**src/rtl/wb_ifetch_pkg.sv**
```systemverilog
// Shared types and constants for the Wishbone instruction-fetch block.
// Latency: none (declarations only).
// Backpressure: n/a.
package ifetch_pkg;

    localparam logic [3:0]  WB_SEL_ALL = 4'hF;
    localparam logic        ST_IDLE    = 1'b0;
    localparam logic        ST_REQ     = 1'b1;
    localparam logic [31:0] INST_NOP   = 32'h0000_0013;

    typedef enum logic {
        IDLE = ST_IDLE,
        REQ  = ST_REQ
    } fetch_state_t;

    // One fetch-queue entry: the byte PC and the word fetched from it.
    typedef struct packed {
        logic [31:0] pc;
        logic [31:0] inst;
    } fetch_entry_t;

endpackage

```
**src/rtl/wb_ifetch_if.sv**
```systemverilog
// Classic-cycle Wishbone read bus between the fetch master and the ROM slave.
// Latency: none (wires only).
// Backpressure: the slave stalls the master by withholding ack.
// Signals: cyc/stb/we/sel/dat_w/adr master->slave, dat_r/ack slave->master.
interface wb_ifetch_if #(
    parameter int ADDR_W = 10
);
    logic              cyc;
    logic              stb;
    logic              we;
    logic [3:0]        sel;
    logic [31:0]       dat_w;
    logic [ADDR_W-1:0] adr;
    logic [31:0]       dat_r;
    logic              ack;

    modport master (
        output cyc, stb, we, sel, dat_w, adr,
        input  dat_r, ack
    );

    modport slave (
        input  cyc, stb, we, sel, dat_w, adr,
        output dat_r, ack
    );
endinterface

```
**src/rtl/wb_ifetch_fetch_queue.sv**
```systemverilog
// Generic synchronous FIFO used as the fetch queue.
// Latency: a push is visible at the head on the next cycle.
// Backpressure: push ignored when full, pop ignored when empty; flush wins.
// Ports: clk_i/rst_i, push/push_dat, pop, flush, head_dat, count, full, empty.
module fetch_queue #(
    parameter int  WIDTH = 64,
    parameter int  DEPTH = 2,
    localparam int AW    = $clog2(DEPTH),
    localparam int CW    = AW + 1
) (
    input  logic             clk_i,
    input  logic             rst_i,
    input  logic             push,
    input  logic [WIDTH-1:0] push_dat,
    input  logic             pop,
    input  logic             flush,
    output logic [WIDTH-1:0] head_dat,
    output logic [CW-1:0]    count,
    output logic             full,
    output logic             empty
);
    logic [WIDTH-1:0] mem [DEPTH];
    logic [AW-1:0]    wr_ptr;
    logic [AW-1:0]    rd_ptr;
    logic [CW-1:0]    count_q;
    logic             do_push;
    logic             do_pop;

    assign full    = (count_q == CW'(DEPTH));
    assign empty   = (count_q == '0);
    assign do_push = push && !full;
    assign do_pop  = pop && !empty;
    assign count   = count_q;
    // An empty queue presents zeros rather than a stale entry.
    assign head_dat = empty ? '0 : mem[rd_ptr];

    always_ff @(posedge clk_i) begin
        if (do_push && !flush) begin
            mem[wr_ptr] <= push_dat;
        end
    end

    // DEPTH is a power of two, so the pointers wrap naturally.
    always_ff @(posedge clk_i) begin
        if (rst_i || flush) begin
            wr_ptr  <= '0;
            rd_ptr  <= '0;
            count_q <= '0;
        end else begin
            if (do_push) begin
                wr_ptr <= wr_ptr + AW'(1);
            end
            if (do_pop) begin
                rd_ptr <= rd_ptr + AW'(1);
            end
            case ({do_push, do_pop})
                2'b10:   count_q <= count_q + CW'(1);
                2'b01:   count_q <= count_q - CW'(1);
                default: count_q <= count_q;
            endcase
        end
    end
endmodule

```
**src/rtl/wb_ifetch.sv**
```systemverilog
// Instruction-fetch Wishbone master: holds the PC, reads the ROM, queues {pc,inst} for decode.
// Latency: stb rises cycle N, ack N+1, instruction valid to decode N+2; 1 word / 2 cycles steady.
// Backpressure: a read is only issued with a free queue slot; decode stalls via inst_ready_i.
// Ports: clk_i/rst_i, wb (master modport), redirect_i/redirect_pc_i, inst_valid_o/inst_ready_i/inst_o/inst_pc_o.
module wb_ifetch
    import ifetch_pkg::*;
#(
    parameter logic [31:0] RESET_PC = 32'h0000_0000,
    parameter int          ADDR_W   = 10,
    parameter int          QDEPTH   = 2
) (
    input  logic                clk_i,
    input  logic                rst_i,
    wb_ifetch_if.master         wb,
    input  logic                redirect_i,
    input  logic [31:0]         redirect_pc_i,
    output logic                inst_valid_o,
    input  logic                inst_ready_i,
    output logic [31:0]         inst_o,
    output logic [31:0]         inst_pc_o
);
    localparam int CW = $clog2(QDEPTH) + 1;

    fetch_state_t      state_q, state_d;
    logic [31:0]       pc_q, pc_d;
    logic [31:0]       pc_inc;
    logic [31:0]       redirect_tgt;
    logic              discard_q, discard_d;
    logic [ADDR_W-1:0] adr_q, adr_d;

    logic              push;
    logic              pop;
    logic [CW-1:0]     q_count;
    logic [CW-1:0]     count_after;
    logic              q_full;
    logic              q_empty;
    fetch_entry_t      push_ent;
    fetch_entry_t      head_ent;

    assign redirect_tgt = redirect_pc_i & ~32'h3;
    assign pc_inc       = pc_q + 32'd4;
    assign pop          = inst_valid_o && inst_ready_i;
    // Occupancy after this cycle's push (only consulted when pushing).
    assign count_after  = q_count + CW'(1) - CW'(pop);
    assign push_ent     = '{pc: pc_q, inst: wb.dat_r};

    always_comb begin
        state_d   = state_q;
        pc_d      = pc_q;
        discard_d = discard_q;
        adr_d     = adr_q;
        push      = 1'b0;
        case (state_q)
            IDLE: begin
                if (redirect_i) begin
                    pc_d = redirect_tgt;
                end else if (!q_full) begin
                    state_d = REQ;
                    adr_d   = pc_q[ADDR_W+1:2];
                end
            end
            REQ: begin
                if (wb.ack) begin
                    if (discard_q) begin
                        // Ack of a cycle that was redirected away: drop the data.
                        discard_d = 1'b0;
                        state_d   = IDLE;
                        if (redirect_i) begin
                            pc_d = redirect_tgt;
                        end
                    end else if (redirect_i) begin
                        pc_d    = redirect_tgt;
                        state_d = IDLE;
                    end else begin
                        push = 1'b1;
                        pc_d = pc_inc;
                        if (count_after < CW'(QDEPTH)) begin
                            // Back-to-back: keep stb high, step the address now.
                            adr_d = pc_inc[ADDR_W+1:2];
                        end else begin
                            state_d = IDLE;
                        end
                    end
                end else if (redirect_i) begin
                    // The bus cycle in flight must complete unchanged; its data is dropped.
                    pc_d      = redirect_tgt;
                    discard_d = 1'b1;
                end
            end
            default: state_d = IDLE;
        endcase
    end

    always_ff @(posedge clk_i) begin
        if (rst_i) begin
            state_q   <= IDLE;
            pc_q      <= RESET_PC;
            discard_q <= 1'b0;
            adr_q     <= '0;
        end else begin
            state_q   <= state_d;
            pc_q      <= pc_d;
            discard_q <= discard_d;
            adr_q     <= adr_d;
        end
    end

    assign wb.cyc   = (state_q == REQ);
    assign wb.stb   = (state_q == REQ);
    assign wb.we    = 1'b0;
    assign wb.sel   = WB_SEL_ALL;
    assign wb.dat_w = '0;
    assign wb.adr   = adr_q;

    fetch_queue #(
        .WIDTH ($bits(fetch_entry_t)),
        .DEPTH (QDEPTH)
    ) u_queue (
        .clk_i    (clk_i),
        .rst_i    (rst_i),
        .push     (push),
        .push_dat (push_ent),
        .pop      (pop),
        .flush    (redirect_i),
        .head_dat (head_ent),
        .count    (q_count),
        .full     (q_full),
        .empty    (q_empty)
    );

    assign inst_valid_o = !q_empty;
    assign inst_o       = head_ent.inst;
    assign inst_pc_o    = head_ent.pc;
endmodule

```
**src/flat_wrapper.sv**
```systemverilog
// flat-port wrapper written by rule: the top's interface ports become plain ports
module wb_ifetch_flat import ifetch_pkg::*;
#(
    parameter logic [31:0] RESET_PC = 32'h0000_0000,
    parameter int          ADDR_W   = 10,
    parameter int          QDEPTH   = 2
)
  (clk_i, rst_i, redirect_i, redirect_pc_i, inst_valid_o, inst_ready_i, inst_o, inst_pc_o, wb_cyc, wb_stb, wb_we, wb_sel, wb_dat_w, wb_adr, wb_dat_r, wb_ack);
  wb_ifetch_if #(.ADDR_W(ADDR_W)) wb_i ();
  input  logic clk_i;
  input  logic rst_i;
  input  logic redirect_i;
  input  logic [31:0] redirect_pc_i;
  output logic inst_valid_o;
  input  logic inst_ready_i;
  output logic [31:0] inst_o;
  output logic [31:0] inst_pc_o;
  output wire logic [$bits(wb_i.cyc)-1:0] wb_cyc;
  output wire logic [$bits(wb_i.stb)-1:0] wb_stb;
  output wire logic [$bits(wb_i.we)-1:0] wb_we;
  output wire logic [$bits(wb_i.sel)-1:0] wb_sel;
  output wire logic [$bits(wb_i.dat_w)-1:0] wb_dat_w;
  output wire logic [$bits(wb_i.adr)-1:0] wb_adr;
  input wire logic [$bits(wb_i.dat_r)-1:0] wb_dat_r;
  input wire logic [$bits(wb_i.ack)-1:0] wb_ack;
  assign wb_cyc = wb_i.cyc;
  assign wb_stb = wb_i.stb;
  assign wb_we = wb_i.we;
  assign wb_sel = wb_i.sel;
  assign wb_dat_w = wb_i.dat_w;
  assign wb_adr = wb_i.adr;
  assign wb_i.dat_r = wb_dat_r;
  assign wb_i.ack = wb_ack;
  wb_ifetch #(.RESET_PC(RESET_PC), .ADDR_W(ADDR_W), .QDEPTH(QDEPTH)) u_core (.clk_i(clk_i), .rst_i(rst_i), .wb(wb_i), .redirect_i(redirect_i), .redirect_pc_i(redirect_pc_i), .inst_valid_o(inst_valid_o), .inst_ready_i(inst_ready_i), .inst_o(inst_o), .inst_pc_o(inst_pc_o));
endmodule
```
**config.mk**
```make
export PLATFORM = sky130hd
export DESIGN_NAME = wb_ifetch_flat
export DESIGN_NICKNAME = d
export VERILOG_FILES = /design/src/rtl/wb_ifetch_pkg.sv /design/src/rtl/wb_ifetch_if.sv /design/src/rtl/wb_ifetch_fetch_queue.sv /design/src/rtl/wb_ifetch.sv /design/src/flat_wrapper.sv
export SDC_FILE = /design/constraint.sdc
export NUM_CORES = 1
export LEC_CHECK = 0
export BUFFER_PORTS_ARGS = -buffer_cell sky130_fd_sc_hd__buf_2
export CAP_MARGIN = 30
export CORE_MARGIN = 2
export CORE_UTILIZATION = 35
export DETAILED_ROUTE_END_ITERATION = 10
export MAX_ROUTING_LAYER = met4
export PLACE_DENSITY = 0.53
export SLEW_MARGIN = 0
export SYNTH_ARGS = -nofsm -noshare
export SYNTH_HDL_FRONTEND = slang
export SYNTH_SLANG_ARGS = --single-unit
```
**constraint.sdc**
```tcl
create_clock -name clk_i -period 12.7 [get_ports clk_i]
set_input_delay 3.81 -clock clk_i [delete_from_list [all_inputs] [get_ports clk_i]]
set_output_delay 3.81 -clock clk_i [all_outputs]
set_load 0.03 [all_outputs]
```
==> impl_metrics.ini <==
[routing]
drtAntennaViolNets = 0
num_vias = 5264
drc = 0
drtPass1Iterations = 4
wl_per_cell_um = 16.64
wl_um = 17610
viasPerCell = 4.975
drt_iter0_drc = 296

[final_layout]
fin_util_pct = 42.46
n_antenna_cell = 0
drive_gt1_share_pct = 24.29
syn_to_final_growth_pct = 18.94
layout.nets = 838

[clock_tree]
clockBufferDepth = 2
clk_pin_slew_ps = 70
htree_levels = 4
cts_tree = yes
clock_latency_ps = 420
cts_hold_buf = 0
cts_resized = 0
cts-root-buf = clkbuf_16
numCtsBuffers = 17
postCtsSetupBuffers = 0
cts.sinks = 177

[pwr]
p_leak_nw = 3.342
p_per_area_nw_per_um2 = 143.2
ir_drop_mv = 0.09283

[die]
row_count = 54
dieArea_um2 = 23540
core_um2 = 21890
ios = 183
fp.dieW_um = 153.4
die_h_um = 153.4
initial_core_util_pct = 35.69

[global_routing]
grt_pass1_wl_um = 27610
antenna_found_initial = 0
grt_overflow = 0
grt_pass1_vias = 5103
grt_max_degree = 66
grt_util_all_layers_pct = 15.42

[synth]
syn_area_um2 = 7814
synth_top_cell_by_area = edfxtp_1
seq_area_frac_synth_pct = 61.75
syn_inst = 641
yosys-top-cells-area = edfxtp_1 (49%), dfxtp_1 (13%), mux2i_1 (8.6%), nor2_1 (4.6%), buf_4 (3.7%)
avgSynthCellArea_um2 = 12.19
async_flop_share_pct = 0
ys_ff_latch = 177
synth_top_area_share_pct = 49.19
synth-edff-count = 128
synth_flop_cell = edfxtp_1
synth_top_cells_by_count = edfxtp_1 (128), nor2_1 (95), mux2i_1 (67)
yosysWarnings = 0
synthMostInstantiatedCell = edfxtp_1
synth_cell_types = 47

[setup_path]
critPathKind = reg -> out
crit_arrival_ps = 2380
end_kind = output port
startpoint_type = flop
critPathMaxFanout = 45
cp.required_ps = 8890

[sta]
setup_ws_ps = 6512
period_share_pct = 48.73
fin_crit_ps = 6188
fmax_mhz = 161.6
final_max_slew_viol_count = 0
finalClockSkew_ps = 9.997
setup_tns_ps = 0
worst_pin_slew_ps = 995.0
hold_viol = 0
slew-limit-headroom_pct = 33.66
rsz0062_at_grt = false
setup_viol = 0

[outcome]
status = finished, final reports clean

[job]
maxCapViolations = 0

[placed_design]
place_ws_ps = 6102
place_hpwl_um = 11920
place.gp.congestion = 0.8452
port_buffers = 143

[min_path]
hold_path.class = reg -> reg
[path summary, 6_finish.rpt]
path / endpoint / startpoint / slack (ps) / cells past startpoint
setup reg to reg: u_core.u_queue.mem[1][44] / u_core.discard_q / 9820 / 5
hold reg to reg: u_core.u_queue.mem[1][32] / u_core.pc_q[0] / 460 / 0
hold / removal: u_core.u_queue.mem[1][32] / u_core.pc_q[0] / 460 / 0
setup / recovery: inst_pc_o[31] / flop / 6510 / 4
[registers in the layout, summed over array words and instances, names as in the netlist, named ones only]
signal and flops:
u_core.u_queue.mem 128, u_core.u_queue.rd_ptr 1, u_core.pc_q 32, u_core.wb.cyc 1, u_core.u_queue.count 2, u_core.discard_q 1, u_core.u_queue.wr_ptr 1, u_core.wb.adr 10
[where the power goes]
group	switching, mW	internal [mW]	leakage, nW
clock network	0.220	0.342	0.305
registers	0.0180	0.636	1.59
logic	0.0791	0.0354	1.45
total	0.317	1.01	3.34
[final cells by class]
class                           count  area [um2]
Tap cell                          280       350.3
Clock buffer                       21       460.4
Timing Repair Buffer              151       798.3
Sequential cell                   177        4828
Multi-Input combinational cell    408        2644
Fill cell                        2128       12600
Inverter                           10       37.54
Clock inverter                     11       175.2
[layout by cell type (no fill, tap or decap), drive strengths merged, types with 5 or more instances in the layout]
master / count
a211oi: 27
a21oi: 5
a311oi: 18
and4: 5
buf: 151
clkbuf: 21
conb: 37
dfxtp: 49
edfxtp: 128
inv: 13
mux2i: 67
nand2: 23
nand3: 17
nand4: 10
nor2: 95
nor3: 11
nor4: 9
o31ai: 8
or4: 9
xnor2: 13
xor2: 8
[per-stage QoR]
step                      area, um2  total power [mW]  hold WS, ps  std cells
after detailed placement       8658            0.7817        450.9       1026
after global routing           9294             1.383        499.3       1058
after CTS                      9294             1.346        464.1       1058
after floorplan                7945            0.7524        417.5        676
final                          9294             1.331        462.0       1058
after global placement         8613            0.7781        429.3       1023
[critical path, stage by stage (launching register included)]
cell     delay (ps)
dfxtp_4         580
buf_4           710
mux2i_1         340
nor2_1           60
buf_2           210
[per-layer routing]
layer	wire length, um	global-route usage, %
met1	8163	20.57
met2	8348	24.28
met3	918	2.892
met4	176	4.194
met5	0	-
[kinds of logic after synthesis]
family,share of synthesized area (%)
flops,61.75
compound gates,7.622
simple gates,12.35
other cells,0.09611
fa+ha+maj,0.6405
mux,8.871
buf+inv,6.325
xor+xnor,2.354
(Power assumes the default switching activity.)
